File: config.mk
export PLATFORM = sky130hd
export DESIGN_NAME = button_controller
export DESIGN_NICKNAME = d
export VERILOG_FILES = /design/src/rtl/button_controller.sv
export SDC_FILE = /design/constraint.sdc
export NUM_CORES = 1
export LEC_CHECK = 0
export ABC_AREA = 0
export CAP_MARGIN = 20
export CORE_UTILIZATION = 32
export CTS_CLUSTER_SIZE = 16
export DETAILED_ROUTE_END_ITERATION = 8
export PLACE_DENSITY = 0.6
export SYNTH_ARGS = -nofsm -noshare
export SYNTH_HDL_FRONTEND = slang
export SYNTH_SLANG_ARGS = --single-unit
File: constraint.sdc
create_clock -name mclk -period 1.9 [get_ports mclk]
set_input_delay 0.285 -clock mclk [delete_from_list [all_inputs] [get_ports mclk]]
set_output_delay 0.285 -clock mclk [all_outputs]
set_load 0.01 [all_outputs]
File: src/rtl/button_controller.sv
// Push-button front end for the digital clock: synchronises and debounces the
// Set, Alarm, Button0 and Button1 pins, produces one-cycle press strobes and
// auto-repeats Button0/Button1 while they are held.
module button_controller #(
   parameter int CLKS_PER_MS      = 1,
   parameter int DEBOUNCE_MS      = 20,
   parameter int REPEAT_DELAY_MS  = 500,
   parameter int REPEAT_PERIOD_MS = 100
) (
   input  logic mclk,
   input  logic rst,
   input  logic pSetButton,
   input  logic pAlarmButton,
   input  logic pButton0,
   input  logic pButton1,
   output logic setPress,
   output logic alarmPress,
   output logic btn0Press,
   output logic btn1Press,
   output logic setLevel,
   output logic alarmLevel,
   output logic btn0Level,
   output logic btn1Level
);

   localparam int N    = DEBOUNCE_MS * CLKS_PER_MS;
   localparam int D    = REPEAT_DELAY_MS * CLKS_PER_MS;
   localparam int P    = REPEAT_PERIOD_MS * CLKS_PER_MS;
   localparam int MAXC = (N > D) ? ((N > P) ? N : P) : ((D > P) ? D : P);
   localparam int W    = $clog2(MAXC) + 1;

   localparam logic [W-1:0] LAST_N = W'(N - 1);
   localparam logic [W-1:0] LAST_D = W'(D - 1);
   localparam logic [W-1:0] LAST_P = W'(P - 1);

   // Channel order: 0 = Set, 1 = Alarm, 2 = Button0, 3 = Button1
   logic [3:0] pins;
   logic [3:0] sync1;
   logic [3:0] sync2;
   logic [3:0] level;
   logic [3:0] press;

   assign pins = {pButton1, pButton0, pAlarmButton, pSetButton};

   // Two-flop synchroniser for every raw pin; only sync2 is used further on
   always_ff @(posedge mclk or negedge rst) begin
      if (!rst) begin
         sync1 <= '0;
         sync2 <= '0;
      end else begin
         sync1 <= pins;
         sync2 <= sync1;
      end
   end

   for (genvar i = 0; i < 4; i++) begin : g_chan
      logic [W-1:0] cnt;
      logic         level_r;
      logic         press_r;
      logic         accept;
      logic         rise;

      // Accept a new level once the mismatch has persisted for N samples
      always_comb begin
         accept = (sync2[i] != level_r) && (cnt == LAST_N);
         rise   = accept && sync2[i];
      end

      // Debounce counter restarts whenever the synchronised pin agrees with level
      always_ff @(posedge mclk or negedge rst) begin
         if (!rst) begin
            cnt     <= '0;
            level_r <= 1'b0;
         end else if (sync2[i] == level_r) begin
            cnt <= '0;
         end else if (accept) begin
            level_r <= sync2[i];
            cnt     <= '0;
         end else begin
            cnt <= cnt + 1'b1;
         end
      end

      if (i >= 2) begin : g_repeat
         logic [W-1:0] hcnt;
         logic         rpt;
         logic         level_next;
         logic         held;
         logic         fire;

         // Repeat only while level was high and stays high this edge, so a
         // release never sneaks out one last strobe
         always_comb begin
            level_next = accept ? sync2[i] : level_r;
            held       = level_r && level_next;
            fire       = held && (rpt ? (hcnt == LAST_P) : (hcnt == LAST_D));
         end

         // Hold counter: first lap measures the delay, later laps the period
         always_ff @(posedge mclk or negedge rst) begin
            if (!rst) begin
               hcnt <= '0;
               rpt  <= 1'b0;
            end else if (!held) begin
               hcnt <= '0;
               rpt  <= 1'b0;
            end else if (fire) begin
               hcnt <= '0;
               rpt  <= 1'b1;
            end else begin
               hcnt <= hcnt + 1'b1;
            end
         end

         // Strobe on the accepted press and on every repeat
         always_ff @(posedge mclk or negedge rst) begin
            if (!rst) press_r <= 1'b0;
            else      press_r <= rise || fire;
         end
      end else begin : g_single
         // Strobe only on the accepted press
         always_ff @(posedge mclk or negedge rst) begin
            if (!rst) press_r <= 1'b0;
            else      press_r <= rise;
         end
      end

      assign level[i] = level_r;
      assign press[i] = press_r;
   end

   assign setPress   = press[0];
   assign alarmPress = press[1];
   assign btn0Press  = press[2];
   assign btn1Press  = press[3];
   assign setLevel   = level[0];
   assign alarmLevel = level[1];
   assign btn0Level  = level[2];
   assign btn1Level  = level[3];

endmodule

Yosys cells after proc, flatten, opt, wreduce, memory -nomap -nowiden:

Cells that the tools add are included.

* add/sub/neg operators: 6
* equality and inequality tests: 18
* multiplexer cells: 20
* bitwise operators: 2
* reductions and logical operators: 16

Operators with widths (number)
* $mux W10: 12
* $add A10 B1 Y10 const B: 6
* $eq A10 B5 Y1 const B: 4
* $eq A10 B7 Y1 const B: 2
* $eq A10 B9 Y1 const B: 2
* $logic_and A1 B1 Y1: 12
* $mux W1: 8
* $eq A1 B1 Y1: 4
* $ne A1 B1 Y1: 4
* $ne A2 B1 Y1 const B: 2
* $reduce_and A2 Y1: 2
* $logic_or A1 B1 Y1: 2
* $not A1 Y1: 2

* register bits after elaboration: 78
* input bits: 6

Depth between registers and ports, before layout:

Gate-level depths: netlist of run 1.

* word-level depth: 7
* mapped depth: 5
* depth with buffers taken out: 4

Worst setup path after synthesis of run 1:

OpenSTA, ideal clock, no wires.

* kind: register to register
* start point: register g_chan[3].g_repeat.hcnt[0]
* end point: register g_chan[3].g_repeat.hcnt[5]
* setup time: 0.149 ns
* arrival: 1.674 ns
* required time: 1.751 ns
* slack: 0.078 ns
* cell stages (with the launch flop): 6
* path buffers: 1
* clock period less this slack: 1.822 ns
* path through: dfrtp_1 ha_1 or4b_1 a211oi_1 clkbuf_1 a2111oi_0

* longest elaborated chain between the ends: 5
* elaborated cells between the ends (all ways): 7
* classes of those cells: 1 x add/sub; 2 x eq/ne; 3 x mux; 1 x reduce/logical

RTL lines
* start, declared: line 85 `logic [W-1:0] hcnt;`
* start signal, assigned: line 111 `hcnt <= hcnt + 1'b1;`
* branches (longest 3 deep; another with $add A10 B1 Y10)
* $mux W10 (*): line 107 `end else if (fire) begin`
* $mux W10 (*): line 104 `end else if (!held) begin`

Mark *: on every way between the ends.
A chain may end at the register's enable or synchronous reset.

Final worst setup path of run 1:

* start point: register g_chan[3].cnt[5]
* end point: register g_chan[3].g_repeat.rpt

* longest elaborated chain between the ends: 6
* elaborated cells between the ends (all ways): 7
* classes of those cells: 2 x eq/ne; 2 x mux; 3 x reduce/logical

RTL lines
* start, declared: line 57 `logic [W-1:0] cnt;`
* start signal, assigned: line 80 `cnt <= cnt + 1'b1;`
* $eq A10 B5 Y1 (*): line 65 `accept = (sync2[i] != level_r) && (cnt == LAST_N);`
* $logic_and A1 B1 Y1 (*): line 65
* $mux W1 (*)
* $logic_and A1 B1 Y1 (*): line 95 `held = level_r && level_next;`
* $logic_and A1 B1 Y1: line 96 `fire = held && (rpt ? (hcnt == LAST_P) : (hcnt == LAST_D));`
* $ne A2 B1 Y1 (no line)
* end signal, assigned: line 103 `rpt <= 1'b0;`
* end signal, assigned: line 106 `rpt <= 1'b0;`
* end signal, assigned: line 109 `rpt <= 1'b1;`
* end, declared: line 86 `logic rpt;`

Every way passes the cells marked *; elsewhere a longest branch is shown, timed or not.

==> results of run 1 <==
==> state kept, by name, summed over array words and instances, names as in the netlist <==
signal / flops
alarmLevel: 1
alarmPress: 1
btn0Level: 1
btn0Press: 1
btn1Level: 1
btn1Press: 1
g_chan.cnt: 40
g_chan.g_repeat.hcnt: 20
g_chan.g_repeat.rpt: 2
setLevel: 1
setPress: 1
sync1: 4
sync2: 4
==> cell usage after synthesis (all sizes together) <==
cell     number
nand2        16
nand2b        2
nand4b        1
a21oi        21
dfrtp        78
o21ai        19
and2          2
nor3b         2
xor2         14
a2111oi      10
buf           2
and4b         1
o2111ai       1
o221a         1
ha            6
mux2          2
nand4        12
nor3          3
nor4b         4
a211oi        3
and3          1
a2bb2oi       1
clkbuf        7
inv          12
o2111a        1
xnor2         7
or3          22
nor4         12
nor2         19
o31ai        14
or4          13
a31o          2
or4b          3
o31a          1
nand3        25
==> cells in the final DEF, fill, tap and decap left out, types with 2 or more instances in the layout <==
master,netlist,layout
sky130_fd_sc_hd__or4b_1,2,2
sky130_fd_sc_hd__clkbuf_16,0,9
sky130_fd_sc_hd__clkbuf_1,7,2
sky130_fd_sc_hd__a21oi_1,21,21
sky130_fd_sc_hd__or3_1,21,21
sky130_fd_sc_hd__clkdlybuf4s50_1,0,12
sky130_fd_sc_hd__xnor2_1,7,7
sky130_fd_sc_hd__mux2_2,2,2
sky130_fd_sc_hd__nand2_1,16,16
sky130_fd_sc_hd__nor2_1,19,19
sky130_fd_sc_hd__and2_1,2,2
sky130_fd_sc_hd__nand2b_1,2,2
sky130_fd_sc_hd__a31o_2,2,2
sky130_fd_sc_hd__a211oi_1,3,2
sky130_fd_sc_hd__clkinv_2,0,2
sky130_fd_sc_hd__nor3_1,3,3
sky130_fd_sc_hd__nor3b_1,2,2
sky130_fd_sc_hd__o31ai_1,12,12
sky130_fd_sc_hd__nor4b_1,4,4
sky130_fd_sc_hd__nand4_1,12,12
sky130_fd_sc_hd__xor2_1,14,14
sky130_fd_sc_hd__o21ai_0,19,19
sky130_fd_sc_hd__ha_1,6,6
sky130_fd_sc_hd__buf_4,0,8
sky130_fd_sc_hd__dfrtp_1,78,78
sky130_fd_sc_hd__inv_1,12,12
sky130_fd_sc_hd__or4_1,12,12
sky130_fd_sc_hd__nand3_1,24,24
sky130_fd_sc_hd__a2111oi_0,10,10
sky130_fd_sc_hd__nor4_1,10,10
==> cell families (layout without fill, tap and decap cells) <==
family,count (synthesis),in the layout
DFF,78,78
xor gates and xnor gates,21,21
AOI/OAI and AO/OA,74,74
and+or+nand+nor,138,138
adders and majority gates,6,6
buffers and inverters,21,49
muxes,2,2
==> critical path, delay by kind of cell (launching register included) <==
family | cells | cell delay [ns]
AOI/OAI and AO/OA | 1 | 0.25
DFF | 1 | 0.43
and+or+nand+nor | 2 | 0.98
==> layout make-up <==
| type | instances | area share [%] |
|---|---|---|
| Tap cell | 140 | 4.09 |
| Inverter | 12 | 1.05 |
| Clock buffer | 11 | 5.44 |
| Timing Repair Buffer | 22 | 4.91 |
| Clock inverter | 4 | 1.14 |
| Multi-Input combinational cell | 241 | 37.7 |
| Sequential cell | 78 | 45.6 |
==> report_power, final <==
part           switching (uW)  total [uW]  leakage, uW  internal, uW
clock                     629        1640     0.000139          1010
combinational            72.4         117     0.000460          44.5
sequential               28.2        1720      0.00106          1690
total                     730        3470      0.00166          2740
==> through the flow <==
stage	hold slack (ns)	util (%)
after floorplan	-0.0106	-
after global placement	0.290	36.3
after detailed placement	0.296	36.3
after CTS	0.351	38.9
after global routing	0.356	39.0
final	0.348	39.0
==> what timing repair did <==
action / in CTS / in global routing
setup endpoints to repair: 0 / 11
hold buffers: 1 / 0
resized for setup: 0 / 1
hold endpoints to repair: 36 / 0
==> worst min-delay path by stage <==
| stage | from | to | slack [ns] | cells past startpoint |
|---|---|---|---|---|
| final | sync1[2] | sync2[2] | 0.35 | 0 |
| after global routing | sync1[1] | sync2[1] | 0.36 | 0 |
| after CTS | sync1[2] | sync2[2] | 0.35 | 0 |
| after detailed placement | rst | btn0Level | 0.30 | 1 |
| after global placement | rst | g_chan[2].cnt[9] | 0.29 | 1 |
| after floorplan | rst | alarmLevel | -0.01 | 0 |
==> per-layer routing <==
metal	up-vias	part of all wire (%)	wire (um)	track usage, %
li1	1339	-	-	-
met1	1364	48	3300	16.7
met2	35	47	3240	20.9
met3	11	2.4	165	2.15
met4	0	2.2	153	7.92
met5	-	0	0	0
==> results.tsv, run 1 <==
metric	value	unit
status	finished, final reports clean	
area_delta_synth_final	17.2	%
synth_largest_type_area_fraction	53.5	%
finalCritPeriodShare	93.2	%
post-route-cell-area	4280	um2
yosys-top-cells-area	sky130_fd_sc_hd__dfrtp_1 (53%), sky130_fd_sc_hd__or3_1 (3.6%), sky130_fd_sc_hd__xor2_1 (3.4%)	
number_of_vias_in_the_routed_layout	2749	
multi_input_comb_area	1620	um2
route.final.wire_length	6860	um
rsz0062_at_grt	false	
antenna_left	0	
placedInstanceArea	3980	um2
synthCells	340	
reg2reg_to	g_chan[3].g_repeat.rpt	
critical_path.startpoint	g_chan[3].cnt[5]	
postCtsSetupRepairBufs	0	
power_density	812	nW/um2
placementRows	38	
tritoncts_clock_tree	done	
fp.dieArea	11800	um2
placed_cells	492	
dominant_combinational_cell_family_by_area_after_synthesis	simple AND/OR/NAND/NOR gates	
p_total	3470	uW
finalSetupViolations	0	
yosysSeqAreaShare	53.5	%
path_clk_slew	0.06	ns
layout_setup_ws	0.129	ns
sequential_cell_area	1950	um2
cts-root-to-sink-buffers	2	
post-route-drc-count	0	
port-buffer-count	13	
finClkSkew	0.00935	ns
antennaDiodeCount	0	
vdd.ir_drop.worst	0.323	mV
globalRoute.totalOverflow	0	
initialDrtViolationCount	143	
die_h	109	um
path_cells	or4b_4 -> or3_1 -> o221a_1	
number_of_global_route_vias_before_repair	2720	
crit_path_end	g_chan[3].g_repeat.rpt	
tightest_slew	0.495	ns
fin_cells	508	
synth_fa_ha_area_share	2.06	%
avgRoutedWirePerCell	13.5	um
post_synth_instance_area	3650	um2
synthMuxAreaShare	0.617	%
post_synth_num_cell_types	44	
regToRegSetupSlack	0.13	ns
synth_simple_gate_area_share	22.5	%
grt_total_usage	13.1	%
pre_cts_setup_slack	0.132	ns
synth-warning-count	0	
slowest_delay	0.59	ns
synthesis.area_per_instance	10.7	um2
antenna_found_initial	0	
design.core.area	11000	um2
worst_setup_path_class	reg2reg	
final_layout_size_suffix_gt1_share	9.78	%
floorplan.io_pins	14	
maxCapViolCount	0	
rr_startpoint	g_chan[3].cnt[5]	
cts-buffers-inserted	9	
starting_utilization_of_the_core_area	33.2	%
n_fill_cell	1057	
hold_viol	0	
total_of_flip_flops_plus_latches_after_synthesis	78	
r2r_cells	3	
worst-endpoint-arrival	1.99	ns
ctsHtreeMaxLevel	3	
final-max-slew-violation-count	0	
clock_latency_at_the_later_pin_of_the_worst_skew_pair	0.33	ns
p_leak	0.00166	uW
clock-root-buffer	sky130_fd_sc_hd__clkbuf_16	
timing.critical_path.slowest_stage_cell	sky130_fd_sc_hd__or4b_4	
normalized_max_slew_margin	67.0	%
launching_element_type_of_the_critical_path	flop	
tns	0	ns
gp_congestion	0.801	
drt-vias-per-instance	5.41	
synth_compound_area_share	13.9	%
critPathMaxFanout	7	
timing.hold.worst.class	reg2reg	
fin_nets	376	
yosys.area_share.xor_xnor	5.04	%
maxClockFrequency	565	MHz
period_minus_slack	1.77	ns
hpwlAfterDp	4680	um
drt_first_pass_iters	4	
grt_start_max_net_pins	39	
global_route_wire_length_before_repair	12200	um
cts.sinks	78	
setup.worst_path.end_class	flop	
worstPathRequired	2.12	ns
dieWidth	109	um
syn-num-nets	352	
synth_top_cell_by_area	sky130_fd_sc_hd__dfrtp_1	
Power figures use the tool's default switching activity.
==> run 2, diff against run 1 <==
GPL_TIMING_DRIVEN = 0   (was default)
SLEW_MARGIN = 40   (was default)
==> run 2 against run 1 <==
Effect of this change:
- setup slack got worse by 0.066 ns
- first-iteration DRC count increased by 2.1%
- sequential cell count unchanged
==> results.tsv, run 2 (same netlist as run 1, synthesis figures left out) <==
metric	value	unit	change
largest_register_by_flop_count	g_chan.cnt		
worstPathRequired	2.15	ns	+0.03 ns
maxCapViolCount	0		unchanged
layout_commonest_cell	sky130_fd_sc_hd__dfrtp_1		
ctsHtreeMaxLevel	3		unchanged
design.core.area	11000	um2	unchanged
p_leak	0.00166	uW	+0.17%
finalSetupViolations	0		unchanged
avgRoutedWirePerCell	13.9	um	+2.7%
tns	0	ns	unchanged
rsz0062_at_grt	false		
critPathMaxFanout	7		unchanged
drt_first_pass_iters	4		unchanged
globalRoute.totalOverflow	0		unchanged
area_delta_synth_final	18.9	%	
final-max-slew-violation-count	0		unchanged
layout.cells.most_common_list	sky130_fd_sc_hd__dfrtp_1 (77), sky130_fd_sc_hd__nand3_1 (24), sky130_fd_sc_hd__or3_1 (21), sky130_fd_sc_hd__a21oi_1 (21)		
post-route-drc-count	0		unchanged
worst-endpoint-arrival	2.09	ns	+0.10 ns
n_fill_cell	1046		-1.0%
slowest_delay	0.52	ns	-0.07 ns
finClkSkew	0.00695	ns	-0.00241 ns
hpwlAfterDp	4610	um	-1.5%
timing.critical_path.slowest_stage_cell	sky130_fd_sc_hd__or4b_4		
worst_setup_path_class	reg2reg		
die_h	109	um	unchanged
maxClockFrequency	544	MHz	-3.6%
grt_total_usage	13.1	%	about the same
vdd.ir_drop.worst	0.493	mV	+53%
antennaDiodeCount	0		unchanged
number_of_global_route_vias_before_repair	2663		-2.1%
antenna_found_initial	0		unchanged
cts.sinks	78		unchanged
starting_utilization_of_the_core_area	33.2	%	unchanged
global_route_wire_length_before_repair	12200	um	+0.39%
floorplan.io_pins	14		unchanged
utilization	39.5	%	+0.54 points
status	finished, final reports clean		
hold_viol	0		unchanged
placementRows	38		unchanged
initialDrtViolationCount	146		+2.1%
launching_element_type_of_the_critical_path	flop		
port-buffer-count	13		unchanged
p_total	3540	uW	+1.8%
final_layout_size_suffix_gt1_share	10.5	%	+0.70 points
clock_latency_at_the_later_pin_of_the_worst_skew_pair	0.33	ns	about the same
number_of_vias_in_the_routed_layout	2752		+0.11%
normalized_max_slew_margin	68.3	%	+1.3 points
path_clk_slew	0.06	ns	about the same
fin_nets	380		+1.1%
drt-vias-per-instance	5.38		-0.67%
antenna_left	0		unchanged
fp.dieArea	11800	um2	unchanged
dieWidth	109	um	unchanged
route.final.wire_length	7100	um	+3.5%
grt_start_max_net_pins	54		+38%
tightest_slew	0.475	ns	-0.0196 ns
cts-root-to-sink-buffers	2		unchanged
biggestRegsByFlops	g_chan.cnt: 40 flops, g_chan.g_repeat.hcnt: 20 flops		
timing.hold.worst.class	reg2reg		
setup.worst_path.end_class	flop		
gp_congestion	0.765		-4.5%
cts-buffers-inserted	9		unchanged
finalCritPeriodShare	96.7	%	+3.5 points
power_density	815	nW/um2	+0.47%
tritoncts_clock_tree	done		
path_cells	or4b_4 -> buf_6 -> or4_4 -> a2bb2oi_2		
period_minus_slack	1.84	ns	+0.0659 ns
clock-root-buffer	sky130_fd_sc_hd__clkbuf_16		
largest_register_ff_count	40		unchanged
[run 2: metal layers]
metal	vias to the layer above	wire [um]	GRT usage, %	share of wire, %
met3	9	173	3.71	2.4
li1	1358	-	-	-
met2	23	3220	20.3	45
met1	1362	3600	17.3	51
met5	-	0	0	0
met4	0	104	5.41	1.5
[run 2: area by class of cell]
| class | instances | area, um2 | share of cell area (%) |
|---|---|---|---|
| Buffer | 9 | 48.8 | 1.12 |
| Tap cell | 140 | 175 | 4.04 |
| Timing Repair Buffer | 17 | 181 | 4.18 |
| Clock buffer | 11 | 243 | 5.60 |
| Sequential cell | 78 | 1950 | 45.0 |
| Multi-Input combinational cell | 241 | 1640 | 37.9 |
| Clock inverter | 4 | 47.5 | 1.10 |
| Inverter | 12 | 45.0 | 1.04 |
[run 2: worst max-delay path: cells and delay by family (launching register included)]
kind	cells	cell delay [ns]
buffers and inverters	1	0.15
AO/OA/AOI/OAI	1	0.17
AND/OR/NAND/NOR	2	1.00
flip-flops	1	0.44
[run 2: through the flow]
stage	instance area, um2	setup WS (ns)	hold slack [ns]	cells
final	4340	0.0633	0.348	512
after global routing	4340	0.00334	0.355	512
after CTS	4330	0.00932	0.350	512
after detailed placement	3980	-0.222	0.172	494
after global placement	3960	-2.24	0.333	493
after floorplan	3650	0.0776	-0.0106	340
[run 2: worst paths after layout]
path,start,to,slack [ns],depth (start not counted)
max reg2reg,g_chan[3].cnt[5],btn1Press,0.06,4
max,g_chan[3].cnt[5],btn1Press,0.06,4
max in group asynchronous,rst,g_chan[3].g_repeat.hcnt[6],0.98,3
min reg2reg,sync1[1],sync2[1],0.35,0
min,sync1[1],sync2[1],0.35,0
min in group asynchronous,rst,g_chan[2].cnt[1],0.38,2
[run 2: repair_timing]
action	CTS	global route
setup endpoints to repair	31	22
hold endpoints to repair	25	0
pin swaps	1	2
gates resized for setup	6	7
cloned	1	0
setup buffers	1	0
hold buffers	1	0
[run 2: power by group]
group	leakage [uW]	internal (uW)	total, uW	switching, uW
combinational	0.000462	45.8	121	74.7
sequential	0.00106	1690	1720	29.4
clock	0.000141	1040	1700	655
total	0.00166	2780	3540	759
